**src/rtl/seq_serializer.sv**
```systemverilog
// seq_serializer: parallel words in over valid/ready, MSB-first serial bit stream out; optional even-parity cycle via SEQ_SERIALIZER_PARITY_EN
module seq_serializer #(
    parameter int   WIDTH    = 8,
    parameter logic IDLE_BIT = 1'b0
) (
    input  logic             clk,
    input  logic             reset_n,
    input  logic [WIDTH-1:0] in_data,
    input  logic             in_valid,
    output logic             in_ready,
    output logic             seq_out,
    output logic             seq_valid,
    output logic             word_start,
    output logic             busy
);
    localparam int CW = $clog2(WIDTH + 1);
`ifdef SEQ_SERIALIZER_PARITY_EN
    localparam logic [CW-1:0] LAST = CW'(WIDTH);
`else
    localparam logic [CW-1:0] LAST = CW'(WIDTH - 1);
`endif

    typedef enum logic {IDLE, SHIFT} state_t;

    if (WIDTH < 2 || WIDTH > 32) begin : g_bad_width
        $error("seq_serializer: WIDTH must be in 2..32");
    end

    state_t           state, n_state;
    logic [WIDTH-1:0] shifter, n_shifter;
    logic [WIDTH-1:0] hold, n_hold;
    logic             hold_full, n_hold_full;
    logic [CW-1:0]    count, n_count;
    logic             n_seq_out;
    logic             take, last;
`ifdef SEQ_SERIALIZER_PARITY_EN
    logic             par, n_par;
`endif

    assign take = in_valid && in_ready;
    assign last = (state == SHIFT) && (count == LAST);

    // next-state decode: load from hold or input at the last bit, otherwise shift and park a new word in hold
    always_comb begin
        n_state     = state;
        n_shifter   = shifter;
        n_hold      = hold;
        n_hold_full = hold_full;
        n_count     = count;
`ifdef SEQ_SERIALIZER_PARITY_EN
        n_par       = par;
`endif
        if (state == IDLE) begin
            if (take) begin
                n_state   = SHIFT;
                n_shifter = in_data;
                n_count   = '0;
`ifdef SEQ_SERIALIZER_PARITY_EN
                n_par     = ^in_data;
`endif
            end
        end else if (last) begin
            n_count = '0;
            if (hold_full) begin
                n_shifter   = hold;
                n_hold_full = 1'b0;
`ifdef SEQ_SERIALIZER_PARITY_EN
                n_par       = ^hold;
`endif
            end else if (take) begin
                n_shifter = in_data;
`ifdef SEQ_SERIALIZER_PARITY_EN
                n_par     = ^in_data;
`endif
            end else begin
                n_state = IDLE;
            end
        end else begin
            n_shifter = shifter << 1;
            n_count   = count + CW'(1);
            if (take) begin
                n_hold      = in_data;
                n_hold_full = 1'b1;
            end
        end
`ifdef SEQ_SERIALIZER_PARITY_EN
        n_seq_out = (n_state != SHIFT) ? IDLE_BIT : (n_count == CW'(WIDTH)) ? n_par : n_shifter[WIDTH-1];
`else
        n_seq_out = (n_state == SHIFT) ? n_shifter[WIDTH-1] : IDLE_BIT;
`endif
    end

    // state, datapath and registered outputs; async reset drops any word in flight
    always_ff @(posedge clk or negedge reset_n) begin
        if (!reset_n) begin
            state      <= IDLE;
            shifter    <= '0;
            hold       <= '0;
            hold_full  <= 1'b0;
            count      <= '0;
`ifdef SEQ_SERIALIZER_PARITY_EN
            par        <= 1'b0;
`endif
            seq_out    <= IDLE_BIT;
            seq_valid  <= 1'b0;
            word_start <= 1'b0;
            busy       <= 1'b0;
            in_ready   <= 1'b1;
        end else begin
            state      <= n_state;
            shifter    <= n_shifter;
            hold       <= n_hold;
            hold_full  <= n_hold_full;
            count      <= n_count;
`ifdef SEQ_SERIALIZER_PARITY_EN
            par        <= n_par;
`endif
            seq_out    <= n_seq_out;
            seq_valid  <= n_state == SHIFT;
            word_start <= n_state == SHIFT && n_count == '0;
            busy       <= n_state == SHIFT || n_hold_full;
            in_ready   <= !n_hold_full;
        end
    end
endmodule

```
**config.mk**
```make
export PLATFORM = sky130hd
export DESIGN_NAME = seq_serializer
export DESIGN_NICKNAME = d
export VERILOG_FILES = /design/src/rtl/seq_serializer.sv
export SDC_FILE = /design/constraint.sdc
export NUM_CORES = 1
export LEC_CHECK = 0
export BUFFER_PORTS_ARGS = -buffer_cell sky130_fd_sc_hd__buf_2
export CAP_MARGIN = 0
export CORE_MARGIN = 10
export CORE_UTILIZATION = 38
export DETAILED_ROUTE_END_ITERATION = 7
export GPL_TIMING_DRIVEN = 0
export PLACE_DENSITY_LB_ADDON = 0.25
export SETUP_SLACK_MARGIN = 0.15
export SLEW_MARGIN = 25
export SYNTH_ARGS = -nofsm -noshare
export SYNTH_HDL_FRONTEND = slang
export SYNTH_SLANG_ARGS = --single-unit
```
**constraint.sdc**
```tcl
create_clock -name clk -period 2.1 [get_ports clk]
set_input_delay 0.21 -clock clk [delete_from_list [all_inputs] [get_ports clk]]
set_output_delay 0.21 -clock clk [all_outputs]
set_load 0.005 [all_outputs]
```
==> metrics.cfg, run 1 <==
[cells_and_area]
final_common_cell=dfrtp_1
layout_common_cells=dfrtp_1, nand2_1, buf_2
syn_to_final_growth_pct=14.9
nNetsFinal=141
drive_gt1_frac=0.250
postLayoutCoreUtil=0.468
antenna_cells=0
fillers=266

[logic_synthesis]
synth_nets=119
syn_area_per_cell_um2=10.7
netlist_instances=107
synth-seq-cells=25
syn-cell-area_um2=1140
ys_warn_count=0
seq_area_frac_synth=0.549
synth_cell_type_count=31

[floorplanning]
initial_utilization=0.407
fp.dieW_um=74.8
die-area_um2=5600
core_um2=2810
io_pins=16
die_h_um=74.8
row_count=19

[sta]
fin_tns_setup_ps=0
finalCriticalPeriod_ps=1890
slew_headroom=0.634
finalMaxSlewViolations=0
fmax_mhz=528
tightestPinTransition_ps=549
clock-skew-final_ps=10.1
finalCritPeriodShare=0.901
rsz0062_at_grt=no
setup_ws_ps=207
hold_viol_final=0
setup_viol=0

[route]
dr.pass1.iters=4
drt-vias-per-instance=5.71
drtAntennaViolNets=0
wl_per_cell_um=16.1
via_count=908
routed_wirelength_um=2550
drt_iter0_drc=105
drc=0

[worst_setup_path]
crit_arrival_ps=2100
reg2reg_depth=6
cp_max_fo=8
setup.worst_path.end=hold[3]
critPathLaunch=count[0]
critPathRequiredTime_ps=2310
rr_endpoint=hold[3]
path_class=reg2reg
reg2reg_setup_slack_ps=210
reg2reg_from=count[0]
end_kind=flop
setup.worst_path.start_class=flop

[global_route]
grt_start_max_net_pins=26
antenna_found_initial=0
grt_usage=0.101
grt_first_pass_wirelength_um=4460
grt_pass1_vias=961
grt_overflow=0

[power_and_ir_drop]
switching_share=0.364
seq_power_share=0.466
irDropWorstVdd_uv=685
switching_power_mw=0.656
leakage_nw=0.580
p_int_mw=1.14
clkPwrFrac=0.119
combPwrFrac=0.415
powerDensity_nw_per_um2=1370
power_mw=1.80

[clocking]
h-tree-depth=1
cts_root_buf=clkbuf_4
clkTransAtPathRegs_ps=140
cts_tree=built
cts_made_buffers=3
cts_resized=0
cts_max_path_buffers=2
clock_latency_ps=320
clkSinkCount=25

[placement]
port_buffers=15
dp_slack_ps=148
gp_congestion=0.833
hpwl_um=1750

[run]
maxCapViolations=0

[run_status]
status=complete, no violations

[hold_path]
hold_path_class=in2reg

-- power groups by stage --
stage	Combinational (mW)	Clock [mW]	Sequential, mW
after global placement	0.699	0	0.835
after CTS	0.728	0.219	0.834
after global routing	0.855	0.244	0.867
after floorplan	0.548	0	0.817
after detailed placement	0.719	0	0.846
final	0.746	0.214	0.839
-- kinds of logic after synthesis --
group,Yosys count,synth area share
buf+inv,9,0.0318
xor+xnor,1,0.00767
mux,9,0.0876
fa+ha+maj,1,0.0110
simple gates,36,0.154
flops,25,0.549
compound gates,26,0.159
-- worst min path at each step --
stage / to / slack [ps] / cells past startpoint / start
finish: seq_out / 130 / 3 / in_data[7]
global route: hold[2] / 110 / 2 / in_data[2]
floorplan: busy / -90 / 0 / reset_n
global placement: busy / 240 / 1 / reset_n
detailed placement: busy / 240 / 1 / reset_n
CTS: seq_out / 130 / 3 / in_data[7]
-- synthesized netlist by cell type (all sizes together) --
| library cell | n | area share |
|---|---|---|
| a21o | 1 | 0.0066 |
| nor4 | 1 | 0.0055 |
| nand2b | 1 | 0.0055 |
| and2 | 1 | 0.0055 |
| nand3 | 4 | 0.018 |
| o21ai | 7 | 0.034 |
| nand3b | 1 | 0.0066 |
| buf | 2 | 0.0088 |
| and3b | 1 | 0.0077 |
| nor3b | 1 | 0.0066 |
| dfrtp | 24 | 0.53 |
| a21boi | 1 | 0.0066 |
| nor3 | 2 | 0.019 |
| a31oi | 2 | 0.011 |
| inv | 2 | 0.0066 |
| mux2 | 8 | 0.079 |
| dfstp | 1 | 0.023 |
| clkbuf | 5 | 0.016 |
| mux2i | 1 | 0.0088 |
| nand2 | 21 | 0.069 |
| xor2 | 1 | 0.0077 |
| o2bb2ai | 1 | 0.0077 |
| ha | 1 | 0.011 |
| o22ai | 6 | 0.033 |
| a21oi | 1 | 0.0044 |
| a32oi | 6 | 0.046 |
| nor2 | 2 | 0.0066 |
| o2111a | 1 | 0.0099 |
| or3 | 1 | 0.0055 |
-- registers in the layout (all words and copies together), names as in the netlist --
signal and count:
seq_out 1, hold 8, count 4, word_start 1
in_ready 1, busy 1, shifter 7, hold_full 1
state 1
-- per-layer routing --
metal  track usage  wire [um]  up-vias  share of wire
met3        0.0355        183        2          0.072
li1              -          -      434              -
met1         0.121       1130      440           0.44
met5             0          0        -              0
met4        0.0210          9        0         0.0035
met2         0.170       1230       32           0.48
-- timing repair --
item,in CTS,in global routing
endpoints found under the hold margin,24,0
buffers inserted,0,1
pin swaps,1,1
hold buffers,1,0
endpoints found under the setup margin,8,8
-- final cells by class --
class                   count  area (um2)  area share
well taps                  31        38.8      0.0296
multi-input cells          73         479       0.365
repair buffers             17         105      0.0801
plain buffers               7        28.8      0.0219
inverters                   2        7.51     0.00572
clock buffers               4        26.3      0.0200
flip-flops and latches     25         627       0.478
-- worst max-delay path, stage by stage (launching register included) --
cell,delay (ps)
dfrtp_1,460
ha_1,280
and3b_1,200
buf_2,150
nor3_4,220
buf_12,150
mux2_2,330
-- metrics by stage --
stage	area, um2	cells	hold slack [ps]
after floorplan	1140	107	-85.6
after global placement	1260	153	235
after detailed placement	1260	153	236
after CTS	1290	158	129
after global routing	1310	159	111
final	1310	159	133
Power figures use the tool's default switching activity.
==> inputs of run 2 (changes only) <==
- SKIP_CTS_REPAIR_TIMING: default -> 1
- clock period: 2.1 -> 2.3 ns (I/O delays scaled with it)
==> run 2 against run 1 <==
Effect of this change: cell area is 1.5% lower; hold slack gained 24 ps; sequential cell count did not move; setup slack improved by 110 ps; core utilization fell by 0.71 points; clock-buffer cell count stayed put; first-iteration DRC count down 28%; sequential share of layout area grew 0.74 points; largest cell class unchanged; clock power down 9.8%; maximum frequency fell by 4.4%; via count is 1.8% lower.
==> metrics.cfg, run 2 (synthesis gave the netlist of run 1 again) <==
[sta]
finalMaxSlewViolations=0
tightestPinTransition_ps=545
rsz0062_at_grt=no
setup_viol=0
finalCritPeriodShare=0.861
clock-skew-final_ps=3.98
setup_ws_ps=320
finalCriticalPeriod_ps=1980
slew_headroom=0.636
hold_viol_final=0
fmax_mhz=505
holdWs_ps=157
fin_tns_setup_ps=0

[power_and_ir_drop]
clkPwrFrac=0.119
powerDensity_nw_per_um2=1250
leakage_nw=0.571
p_int_mw=1.03
irDropWorstVdd_uv=633
combPwrFrac=0.407
switching_share=0.365
switching_power_mw=0.590
seq_power_share=0.474

[worst_setup_path]
reg2reg_depth=5
end_kind=flop
path_cells=ha_1 > and3b_1 > buf_2 > nor3_4 > mux2_2
critPathRequiredTime_ps=2510
crit_arrival_ps=2190
path_class=reg2reg
cp_max_fo=8
reg2reg_setup_slack_ps=320
rr_endpoint=hold[3]
slowest_delay_ps=460
setup.worst_path.start_class=flop
reg2reg_from=count[0]
crit_slowest_cell=dfrtp_1

[cells_and_area]
syn_to_final_growth_pct=13.1
multi_input_area_um2=479
antenna_cells=0
reg_top3=hold x8, shifter x7, count x4
top_register=hold
layout_common_cells=dfrtp_1, nand2_1, buf_2
fillers=268
drive_gt1_frac=0.244
postLayoutCoreUtil=0.461
final-seq-area_um2=627
final_common_cell=dfrtp_1
nNetsFinal=140
largest_reg_flops=8

[route]
drc=0
dr.pass1.iters=4
routed_wirelength_um=2520
drt-vias-per-instance=5.65
wl_per_cell_um=15.9
drtAntennaViolNets=0
drt_iter0_drc=76
via_count=892

[floorplanning]
io_pins=16
row_count=19
core_um2=2810
initial_utilization=0.407
fp.dieW_um=74.8
die-area_um2=5600
die_h_um=74.8

[clocking]
cts_root_buf=clkbuf_4
clkTransAtPathRegs_ps=130
cts_tree=built
cts_max_path_buffers=2
clkSinkCount=25
h-tree-depth=1
clock_latency_ps=310
cts_made_buffers=3

[global_route]
grt_first_pass_wirelength_um=4420
grt_start_max_net_pins=26
grt_overflow=0
grt_usage=0.0999
antenna_found_initial=0
grt_pass1_vias=956

[run_status]
status=complete, no violations

[hold_path]
hold_path_class=in2reg
hold_path_depth=2
hold_end=hold[2]
worstHoldStart=in_data[2]

[placement]
gp_congestion=0.833
dp_slack_ps=348
port_buffers=15
hpwl_um=1750

[run]
maxCapViolations=0

-- run 2: cell count changes in the layout (fill, tap and decap cells not counted) --
cell | before | now
buf_12 | 1 | 0
-- run 2: worst max path at each step --
stage | from | end | slack, ps | depth (start not counted)
after floorplan | count[0] | hold[0] | 560 | 5
after global placement | count[0] | hold[6] | 370 | 5
after detailed placement | count[0] | hold[3] | 350 | 5
after CTS | count[0] | hold[3] | 310 | 5
after global routing | count[0] | hold[1] | 220 | 5
final | count[0] | hold[3] | 320 | 5
-- run 2: through the flow --
stage	power [mW]	area (um2)	std cells
6_report	1.62	1290	158
5_1_grt	1.77	1290	158
4_1_cts	1.62	1280	157
3_5_place_dp	1.43	1260	153
3_3_place_gp	1.40	1260	153
2_1_floorplan	1.25	1140	107
-- run 2: area by class of cell --
class / count / share of cell area
timing repair buffer: 16 / 0.0658
clock buffer: 4 / 0.0203
sequential: 25 / 0.485
tap: 31 / 0.0300
buffer: 7 / 0.0223
multi-input combinational: 73 / 0.371
inverter: 2 / 0.00581
-- run 2: metal layers --
| layer | vias to the layer above | GRT usage | wire length (um) |
|---|---|---|---|
| met5 | - | 0 | 0 |
| li1 | 431 | - | - |
| met1 | 432 | 0.120 | 1110 |
| met3 | 2 | 0.0368 | 173 |
| met2 | 27 | 0.168 | 1230 |
| met4 | 0 | 0.0210 | 9 |
-- run 2: power by group through the flow --
stage,sequential [mW],combinational [mW],clock (mW)
after floorplan,0.746,0.500,0
after global routing,0.792,0.759,0.223
after global placement,0.763,0.638,0
final,0.766,0.657,0.193
after CTS,0.762,0.662,0.200
after detailed placement,0.772,0.657,0
-- run 2: worst max-delay path, delay by kind of cell, from the launching register on --
kind	cells	cell delay, ps
adders and majority gates	1	280
and+or+nand+nor	2	610
muxes	1	390
buffers and inverters	1	150
DFF	1	460
